===== config.mk =====
export PLATFORM = sky130hd
export DESIGN_NAME = control_enemigo
export DESIGN_NICKNAME = d
export VERILOG_FILES = /design/src/rtl/fury_pkg.sv /design/src/rtl/lfsr_carril.sv /design/src/rtl/control_enemigo.sv
export SDC_FILE = /design/constraint.sdc
export NUM_CORES = 1
export LEC_CHECK = 0
export ABC_AREA = 1
export CORE_MARGIN = 2
export CORE_UTILIZATION = 58
export CTS_CLUSTER_SIZE = 14
export DETAILED_ROUTE_END_ITERATION = 10
export GPL_TIMING_DRIVEN = 0
export PLACE_DENSITY = 0.87
export SYNTH_ARGS = -nofsm -noshare
export SYNTH_HDL_FRONTEND = slang
export SYNTH_SLANG_ARGS = --single-unit

===== constraint.sdc =====
create_clock -name clock_i -period 6.3 [get_ports clock_i]
set_clock_uncertainty 0.05 [all_clocks]
set_input_delay 1.26 -clock clock_i [delete_from_list [all_inputs] [get_ports clock_i]]
set_output_delay 1.26 -clock clock_i [all_outputs]
set_load 0.05 [all_outputs]

===== src/rtl/fury_pkg.sv =====
// Shared definitions for the enemy-car controllers.
// Contents: FSM state encoding, screen and sprite geometry, frame timing constants
// and the lane x-position table.
// No ports (package).
package fury_pkg;

    typedef enum logic [1:0] {
        StIdle   = 2'd0,
        StActive = 2'd1,
        StHit    = 2'd2
    } enemy_state_e;

    localparam int unsigned H_VIS        = 640;
    localparam int unsigned V_VIS        = 480;
    localparam int unsigned SPRITE_W     = 60;
    localparam int unsigned SPRITE_H     = 60;
    localparam int unsigned Y_END        = V_VIS;
    localparam int unsigned V_TICK_LINE  = 481;
    localparam int unsigned SPEED_INIT   = 2;
    localparam int unsigned SPAWN_FRAMES = 30;
    localparam int unsigned HIT_FRAMES   = 32;

    localparam logic [9:0] LANE0_X = 10'd200;
    localparam logic [9:0] LANE1_X = 10'd260;
    localparam logic [9:0] LANE2_X = 10'd320;
    localparam logic [9:0] LANE3_X = 10'd380;

    function automatic logic [9:0] lane_x(input logic [1:0] lane);
        logic [9:0] x;
        unique case (lane)
            2'd0:    x = LANE0_X;
            2'd1:    x = LANE1_X;
            2'd2:    x = LANE2_X;
            default: x = LANE3_X;
        endcase
        return x;
    endfunction

endpackage


===== src/rtl/lfsr_carril.sv =====
// 8-bit Fibonacci LFSR (taps 8,6,5,4) used to pick spawn lanes.
// Advances every clock; seeded with 8'hA5, so it never reaches the all-zero lock-up state.
// Ports:
//   clock_i   pixel clock
//   reset_ni  asynchronous active-low reset
//   q_o       current LFSR state
module lfsr_carril (
    input  logic       clock_i,
    input  logic       reset_ni,
    output logic [7:0] q_o
);

    logic [7:0] q_q;

    always_ff @(posedge clock_i or negedge reset_ni) begin
        if (!reset_ni) begin
            q_q <= 8'hA5;
        end else begin
            q_q <= {q_q[6:0], q_q[7] ^ q_q[5] ^ q_q[4] ^ q_q[3]};
        end
    end

    assign q_o = q_q;

endmodule


===== src/rtl/control_enemigo.sv =====
// Motion/spawn controller for one 60x60 enemy car sprite.
// Spawns the car in a pseudo-random lane, moves it down once per video frame, flags crash
// and pass events, and blinks the sprite after a hit.
// Optional feature: define SPEED_RAMP_EN to raise speed by 1 every 8th pass (saturating
// at 15) and reset it on crash; otherwise speed is constant.
// Ports:
//   clock_i, reset_ni        pixel clock, async active-low reset
//   run_i                    game running; low forces IDLE
//   hcount_i, vcount_i       VGA counters (frame tick source)
//   player_x_i, player_y_i   player sprite top-left
//   enable_o, posx_o, posy_o renderer controls
//   crash_o, passed_o        one-cycle event pulses
//   speed_o                  current descent speed in px/frame
module control_enemigo
    import fury_pkg::*;
(
    input  logic       clock_i,
    input  logic       reset_ni,
    input  logic       run_i,
    input  logic [9:0] hcount_i,
    input  logic [9:0] vcount_i,
    input  logic [9:0] player_x_i,
    input  logic [9:0] player_y_i,
    output logic       enable_o,
    output logic [9:0] posx_o,
    output logic [9:0] posy_o,
    output logic       crash_o,
    output logic       passed_o,
    output logic [3:0] speed_o
);

    enemy_state_e state_q;
    logic         tick_d, tick_q;
    logic         enable_q, crash_q, passed_q;
    logic [9:0]   posx_q, posy_q;
    logic [4:0]   cnt_q, cnt_inc;
    logic [3:0]   speed;
    logic [7:0]   lfsr;
    logic         unused_lfsr;
    logic [10:0]  posy_next;
    logic [9:0]   dx;
    logic [10:0]  dy;
    logic         overlap, exits, crash_ev, pass_ev;

    lfsr_carril u_lfsr (
        .clock_i  (clock_i),
        .reset_ni (reset_ni),
        .q_o      (lfsr)
    );
    assign unused_lfsr = ^lfsr[7:2];

    always_comb begin
        tick_d    = (hcount_i == 10'd0) && (vcount_i == 10'(V_TICK_LINE));
        cnt_inc   = cnt_q + 5'd1;
        posy_next = {1'b0, posy_q} + {7'd0, speed};
        dx        = (posx_q >= player_x_i) ? posx_q - player_x_i : player_x_i - posx_q;
        dy        = (posy_next >= {1'b0, player_y_i}) ? posy_next - {1'b0, player_y_i}
                                                     : {1'b0, player_y_i} - posy_next;
        overlap   = (dx < 10'(SPRITE_W)) && (dy < 11'(SPRITE_H));
        // 11-bit sum so a car near the bottom cannot wrap past the retire check.
        exits     = (posy_next + 11'(SPRITE_H)) > 11'(Y_END);
        crash_ev  = run_i && tick_q && (state_q == StActive) && overlap;
        pass_ev   = run_i && tick_q && (state_q == StActive) && !overlap && exits;
    end

    always_ff @(posedge clock_i or negedge reset_ni) begin
        if (!reset_ni) begin
            state_q  <= StIdle;
            tick_q   <= 1'b0;
            enable_q <= 1'b0;
            posx_q   <= LANE0_X;
            posy_q   <= 10'd0;
            crash_q  <= 1'b0;
            passed_q <= 1'b0;
            cnt_q    <= 5'd0;
        end else begin
            tick_q   <= tick_d;
            crash_q  <= crash_ev;
            passed_q <= pass_ev;
            if (!run_i) begin
                state_q  <= StIdle;
                enable_q <= 1'b0;
                cnt_q    <= 5'd0;
            end else if (tick_q) begin
                unique case (state_q)
                    StIdle: begin
                        if (cnt_q == 5'(SPAWN_FRAMES - 1)) begin
                            state_q  <= StActive;
                            enable_q <= 1'b1;
                            posx_q   <= lane_x(lfsr[1:0]);
                            posy_q   <= 10'd0;
                            cnt_q    <= 5'd0;
                        end else begin
                            cnt_q <= cnt_inc;
                        end
                    end
                    StActive: begin
                        posy_q <= posy_next[9:0];
                        // Crash takes priority over leaving the screen on the same tick.
                        if (overlap) begin
                            state_q  <= StHit;
                            enable_q <= 1'b0;
                            cnt_q    <= 5'd0;
                        end else if (exits) begin
                            state_q  <= StIdle;
                            enable_q <= 1'b0;
                            cnt_q    <= 5'd0;
                        end
                    end
                    StHit: begin
                        if (cnt_q == 5'(HIT_FRAMES - 1)) begin
                            state_q  <= StIdle;
                            enable_q <= 1'b0;
                            cnt_q    <= 5'd0;
                        end else begin
                            cnt_q    <= cnt_inc;
                            enable_q <= cnt_inc[2];
                        end
                    end
                    default: begin
                        state_q  <= StIdle;
                        enable_q <= 1'b0;
                        cnt_q    <= 5'd0;
                    end
                endcase
            end
        end
    end

`ifdef SPEED_RAMP_EN
    logic [3:0] speed_q;
    logic [2:0] pass_cnt_q;

    always_ff @(posedge clock_i or negedge reset_ni) begin
        if (!reset_ni) begin
            speed_q    <= 4'(SPEED_INIT);
            pass_cnt_q <= 3'd0;
        end else if (crash_ev) begin
            speed_q    <= 4'(SPEED_INIT);
            pass_cnt_q <= 3'd0;
        end else if (pass_ev) begin
            pass_cnt_q <= pass_cnt_q + 3'd1;
            if ((pass_cnt_q == 3'd7) && (speed_q != 4'd15)) begin
                speed_q <= speed_q + 4'd1;
            end
        end
    end

    assign speed = speed_q;
`else
    assign speed = 4'(SPEED_INIT);
`endif

    assign enable_o = enable_q;
    assign posx_o   = posx_q;
    assign posy_o   = posy_q;
    assign crash_o  = crash_q;
    assign passed_o = passed_q;
    assign speed_o  = speed;

endmodule


# Word-level counts from Yosys, hierarchy flattened
# Cells that the tools add are included.
[classes]
eq_ne = 12
n_lt_le_gt_ge = 5
bitwise_logic = 3
n_reduce_logical = 17
mux = 26
addsub = 7
[ops]
columns = ["operator", "count"]
rows = [
  ["$mux W5", 6],
  ["$pmux W9 S3", 1],
  ["$mux W10", 2],
  ["$pmux W10 S2", 1],
  ["$sub A10 B10 Y10", 2],
  ["$pmux W5 S3", 1],
  ["$mux W2", 6],
  ["$reduce_and A4 Y1", 3],
  ["$add A10 B2 Y11 const B", 1],
  ["$add A11 B6 Y11 const B", 1],
  ["$ge A11 B10 Y1", 1],
  ["$gt A11 B9 Y1 const B", 1],
  ["$lt A11 B6 Y1 const B", 1],
  ["$mux W11", 1],
  ["$sub A10 B11 Y11", 1],
  ["$sub A11 B10 Y11", 1],
  ["$eq A10 B9 Y1 const B", 1],
  ["$eq A5 B5 Y1 const B", 2],
  ["$ge A10 B10 Y1", 1],
  ["$logic_not A10 Y1", 1],
  ["$lt A10 B6 Y1 const B", 1],
  ["$logic_and A1 B1 Y1", 7],
  ["$mux W1", 6],
  ["$ne A3 B3 Y1 const B", 2],
  ["14 further kinds", 19],
]
[totals]
register_bits = 39
output_inout_bits = 27
inputBits = 43
word_cells = 79

# Depth between registers and ports, before layout
[logic_depth]
depth_word = 9
depth_mapped = 26
mapped_depth_nobuf = 25

# Cells and area by module
# Synthesis repeated with hierarchy kept, for this count alone.
[hier_totals]
hier_cells = 582
hier_area_um2 = 3758.6
[by_module_without_submodules]
columns = ["mod", "seq_area_each_um2", "n_inst", "area_per_inst_um2", "cells_per_inst"]
rows = [
  ["control_enemigo", 654.4, 1, 3482.1, 557],
  ["lfsr_carril", 205.2, 1, 276.5, 25],
]

# Least setup slack after synthesis
# Ideal clock, no wire load.
[synth_path]
path_kind = "reg-to-reg"
startpoint = "register posy_q[1], in the netlist posy_o[1]"
endpoint = "register cnt_q[4]"
slack_ns = 2.734
stages_incl_launch_ff = 23
synth_period_minus_slack_ns = 3.566
required_time_ns = 6.127
arrival_ns = 3.393
setup_ns = 0.123
n_path_buf = 1
path_cell_list = "dfrtp_1 > ha_1 > nand2_1 > nor2_1 > nand4_1 > xor2_1 > ha_1 > nand2_1 > nor2_4 > nand4_1 > nand2_1 > nor2_4 > nand2_4 > buf_8 > o21ai_2 > xor2_2 > nand2_2 > nor2_4 > nand3_4 > nand2_4 > nand2_4 > nand2_1 > o21ai_2"
[synth_between]
elab_chain_cells = 9
word_cells_on_any_way = 15
classes_between = "add/sub: 4; order compare: 3; eq/ne: 1; mux: 5; reduce/logical: 2"
[synth_lines]
columns = ["element", "line_no", "rtl"]
rows = [
  ["from (decl)", "control_enemigo.sv:35", "logic [9:0] posx_q, posy_q;"],
  ["from (signal assigned)", "control_enemigo.sv:98", "posy_q <= posy_next[9:0];"],
  ["$add A10 B2 Y11 (*)", "control_enemigo.sv:55", "posy_next = {1'b0, posy_q} + {7'd0, speed};"],
  ["$sub A10 B11 Y11 (tied with other cells)", "control_enemigo.sv:58", ": {1'b0, player_y_i} - posy_next;"],
  ["$mux W11", "control_enemigo.sv:57", "dy = (posy_next >= {1'b0, player_y_i}) ? posy_next - {1'b0, player_y_i}"],
  ["$lt A11 B6 Y1", "control_enemigo.sv:59", "overlap = (dx < 10'(SPRITE_W)) && (dy < 11'(SPRITE_H));"],
  ["$logic_and A1 B1 Y1", "control_enemigo.sv:59", ""],
  ["$mux W5", "control_enemigo.sv:100", "if (overlap) begin"],
  ["$pmux W5 S3", "control_enemigo.sv:85", "unique case (state_q)"],
  ["$mux W5", "control_enemigo.sv:84", "end else if (tick_q) begin"],
  ["$mux W5", "control_enemigo.sv:80", "if (!run_i) begin"],
  ["to (signal assigned)", "control_enemigo.sv:94", "cnt_q <= cnt_inc;"],
  ["to (signal assigned)", "control_enemigo.sv:116", "cnt_q <= cnt_inc;"],
  ["to (decl)", "control_enemigo.sv:36", "logic [4:0] cnt_q, cnt_inc;"],
]
# Mark *: on every way between the ends. The rest lies on a longest branch, timed or not. The select of a mux whose other input is x is not followed.
# A chain may end at the register's enable or synchronous reset.

# Final worst setup path
[layout_path]
startpoint = "input player_x_i[6]"
endpoint = "register cnt_q[4]"
[layout_between]
elab_chain_cells = 8
word_cells_on_any_way = 12
classes_between = "add/sub: 2; order compare: 2; eq/ne: 1; mux: 5; reduce/logical: 2"
[layout_lines]
columns = ["element", "line_no", "rtl"]
rows = [
  ["from (decl)", "control_enemigo.sv:22", "input logic [9:0] player_x_i,"],
  ["$sub A10 B10 Y10 / $ge A10 B10 Y1 (equally long branches)", "control_enemigo.sv:56", "dx = (posx_q >= player_x_i) ? posx_q - player_x_i : player_x_i - posx_q;"],
  ["$mux W10 (*)", "control_enemigo.sv:56", ""],
  ["$lt A10 B6 Y1 (*)", "control_enemigo.sv:59", ""],
  ["$logic_and A1 B1 Y1 (*)", "control_enemigo.sv:59", ""],
  ["$mux W5", "control_enemigo.sv:100", ""],
  ["$pmux W5 S3", "control_enemigo.sv:85", ""],
  ["$mux W5", "control_enemigo.sv:84", ""],
  ["$mux W5", "control_enemigo.sv:80", ""],
]
# Marks and branches as above.

==> results by group <==
Worst setup path
  • Count of buffering cells on the critical path with inverters included: 4
  • Endpoint class of the critical path: flip-flop
  • Slowest cell on crit path: sky130_fd_sc_hd__clkdlybuf4s50_1
  • Startpoint types: primary input
  • Crit Path Class: primary input to flip-flop
  • Top delay family on crit path: simple AND/OR/NAND/NOR gates
  • Setup crit end: cnt_q[4]
  • Reg-to-Reg End: cnt_q[4]
  • Worst path most repeated cell: sky130_fd_sc_hd__nand2_1
  • Delay of the slowest critical-path stage: 0.49 ns
  • Critical R2R Launch: posy_o[1]
  • Cells along the critical path: clkdlybuf4s50_1 -> inv_1 -> ha_1 -> buf_2 -> nand2_1 -> nor3_1 -> nand3_1 -> nand3_2 -> inv_2 -> nand2_1 -> nand2_1 -> nor2_1 -> nand3_1 -> nor3_4 -> nand3_4 -> nand2_4 -> nand2_4 -> nand2_1 -> o21ai_2
  • Stages on worst setup path: 19
  • Worst reg2reg setup slack: 2.50 ns
  • Data required time at the worst endpoint: 6.43 ns
  • Crit Path Max Fanout: 10
  • FF-to-FF path depth: 24
  • Worst EP arrival: 4.16 ns
  • Timing startpoint of the critical path: player_x_i[6]

STA
  • Slew HR: 48.8%
  • Transition time at the pin with the least slew margin: 0.762 ns
  • Setup repair after global routing missed its margin: false
  • Share of the clock period used by the worst path: 63.9%
  • TNS Setup: 0 ns
  • Number of slew-limit violations in the final report: 0
  • Highest clock frequency the design can meet: 249 MHz
  • Post-layout minimum cycle time: 4.02 ns
  • Finish-stage setup viols: 0
  • Final-report hold violation count: 0

Placement
  • Cell total after placement: 690
  • Routability-driven placement congestion ratio: 0.905
  • Placement-stage cell area: 4410 sq um
  • PortBufs: 61
  • DP HPWL: 7.15 mm

Clock tree
  • Largest buffer count on any clock path: 2
  • CTS H-Tree Depth: 2
  • Clock latency on the worst-skew pair: 0.30 ns
  • Number of instances resized during post-cts repair: 0
  • Sink count of the clock tree: 34
  • Hold buffer count at cts: 0
  • Buffer type at the clock tree root: sky130_fd_sc_hd__clkbuf_8
  • Post-CTS Setup Bufs: 0
  • Clock-pin slew of the registers on the worst-case setup and hold paths: 0.08 ns
  • Number of clock buffers inserted by TritonCTS: 5
  • CTS tree: built

Yosys
  • Area fraction of the dominant cell type after synthesis: 18.3%
  • Most instantiated flip-flop cell in the synthesis netlist: sky130_fd_sc_hd__dfrtp_1
  • Synth warn: 0
  • Cell with the most instances after synthesis: sky130_fd_sc_hd__nand2_1
  • Post-synthesis sequential element count: 34
  • Cell type with the highest aggregate area in the netlist: sky130_fd_sc_hd__dfrtp_1
  • Synthesized area per cell: 6.75 sq um
  • Post-synthesis instance total: 546
  • Post-synthesis instance area: 3680 sq um
  • Synth cell types: 44
  • Leading post-synthesis cells by cell area: sky130_fd_sc_hd__dfrtp_1 (18%), sky130_fd_sc_hd__nand2_1 (14%), sky130_fd_sc_hd__ha_1 (12%)
  • Synth top cells by count: sky130_fd_sc_hd__nand2_1 (140), sky130_fd_sc_hd__inv_1 (86), sky130_fd_sc_hd__nand3_1 (44), sky130_fd_sc_hd__nor2_1 (39), sky130_fd_sc_hd__ha_1 (36)
  • EDFF count, synth: 0
  • Sequential cell area fraction in the yosys report: 23.3%
  • Fraction of synthesis flops using an asynchronous set or reset pin: 100%

Power
  • Highest ir drop seen on vdd: 0.168 mV
  • P_leak: 2.40 nW
  • Pwr dens: 169 nW/um^2
  • Power spent charging and discharging nets: 0.000273 W
  • Int Pwr: 0.000494 W
  • Share of power burned in combinational logic: 37.9%
  • Fraction of power consumed by the clock network: 31.8%
  • Net switching fraction of the power: 35.6%
  • Flop pwr share: 30.3%

Flow run
  • Max_cap viols: 0

Final layout
  • Final non-filler cell total: 698
  • Share of cells above drive strength 1: 12.6%
  • Diodes inserted: 0
  • Number of filler instances in the final layout: 494
  • Final cell area excluding filler cells: 4550 sq um
  • Multi-input gate area: 2380 sq um
  • Layout-stage area growth over the synthesis result: 23.4%
  • FF+latch area: 860 sq um
  • Number of nets in the layout: 700
  • Post-layout util: 72.8%

Route
  • Detail Route Antenna Nets: 0
  • Number of design rule violations left after detail routing: 0
  • Via count of the routed design: 3,673
  • Ratio of routed vias to standard cells: 5.26
  • Starting DRT DRC Count: 216
  • Final routed wirelength across all metal layers: 8.63 mm
  • Routed len/inst: 12.4 um
  • Number of optimization iterations in the first detailed-route pass: 5

Global route
  • Pin count of the biggest net entering global routing: 35
  • Vias in the first global route: 3,466
  • Leftover overflow at the end of global routing: 0
  • Global-route wire length before repair: 15.0 mm
  • Number of antenna violations at the first check in global routing: 0
  • Aggregate global-route resource usage: 25.6%

Floorplanning
  • IO Pins: 70
  • Placement Rows: 29
  • Die area: 7000 sq um
  • Placeable core region: 6240 sq um
  • Chip Width: 83.7 um
  • Starting density of the core: 59.0%
  • Vertical die dimension: 83.7 um

Run status
  • Run status: finished, final reports clean

Hold path
  • Worst hold path startpoint: u_lfsr.q_o[6]
  • Type of the worst min-delay path: flip-flop to flip-flop
==> metal layers <==
layer / wire length (um) / up-vias / track usage [%]
met3: 485 / 13 / 3.07
met2: 4220 / 126 / 44.5
met1: 3820 / 1668 / 34.1
li1: - / 1866 / -
met5: 0 / - / 0
met4: 101 / 0 / 5.72
==> cells by family after synthesis <==
family          Yosys count  share of synthesized area, %
other cells               2                         0.204
buf+inv                 110                          12.7
flops                    34                          23.3
xor+xnor                 23                          5.67
fa+ha+maj                37                          12.8
compound gates           65                          10.4
simple gates            275                          35.0
==> layout by cell type, fill, tap and decap left out, types with 3 or more instances in the layout <==
cell type,synthesis,layout
sky130_fd_sc_hd__dfrtp_1,27,27
sky130_fd_sc_hd__nor2_2,4,4
sky130_fd_sc_hd__xnor2_1,7,7
sky130_fd_sc_hd__o22ai_1,3,3
sky130_fd_sc_hd__buf_2,7,8
sky130_fd_sc_hd__nor2_4,4,4
sky130_fd_sc_hd__dfstp_2,7,7
sky130_fd_sc_hd__nor2_1,39,39
sky130_fd_sc_hd__nand2_1,140,140
sky130_fd_sc_hd__o21ai_2,6,6
sky130_fd_sc_hd__xor2_1,15,15
sky130_fd_sc_hd__nand4_1,10,10
sky130_fd_sc_hd__buf_4,9,9
sky130_fd_sc_hd__conb_1,2,8
sky130_fd_sc_hd__nor3_1,3,3
sky130_fd_sc_hd__o21ai_0,18,18
sky130_fd_sc_hd__nand3_1,44,44
sky130_fd_sc_hd__clkdlybuf4s50_1,0,60
sky130_fd_sc_hd__clkbuf_8,0,5
sky130_fd_sc_hd__nand2_2,13,13
sky130_fd_sc_hd__inv_1,86,86
sky130_fd_sc_hd__a21oi_1,25,25
sky130_fd_sc_hd__inv_2,6,6
sky130_fd_sc_hd__o211ai_1,3,3
sky130_fd_sc_hd__nand2_4,3,3
sky130_fd_sc_hd__ha_1,36,36
sky130_fd_sc_hd__nor4_1,5,5
==> registers in the layout (all words and copies together), names as in the netlist <==
name and cells:
posy_o 9, u_lfsr.q_o 8, posx_o 6, cnt_q 5, state_q 2, crash_o 1
enable_o 1, passed_o 1, tick_q 1
==> metrics by stage <==
step                setup slack [ns]  hold slack (ns)  power (W)
finish                          2.28            0.325   0.000767
global route                    1.96            0.341   0.000810
CTS                             2.29            0.332   0.000766
detailed placement              2.01            0.305   0.000524
global placement                2.10            0.287   0.000517
floorplan                       2.73            0.283   0.000444
==> power groups by stage <==
stage	Sequential, W	Combinational, W	Clock [W]
after floorplan	0.000248	0.000196	0
after global placement	0.000235	0.000281	0
after detailed placement	0.000236	0.000288	0
after CTS	0.000232	0.000289	0.000245
after global routing	0.000233	0.000324	0.000253
final	0.000232	0.000290	0.000244
==> how the worst min path moves through the flow <==
stage / slack (ns) / depth (start not counted) / end
finish: 0.33 / 0 / u_lfsr.q_o[7]
floorplan: 0.28 / 0 / u_lfsr.q_o[7]
CTS: 0.33 / 0 / u_lfsr.q_o[7]
global route: 0.34 / 0 / u_lfsr.q_o[7]
global placement: 0.29 / 0 / u_lfsr.q_o[7]
detailed placement: 0.30 / 0 / u_lfsr.q_o[7]
==> layout make-up <==
cell class	instances	area share, %
buffer	18	2.67
clock buffer	5	1.51
clock inverter	3	1.51
inverter	92	7.60
multi-input combinational	408	52.4
sequential	34	18.9
tap	77	2.12
timing repair buffer	61	13.3
(Power assumes the default switching activity.)
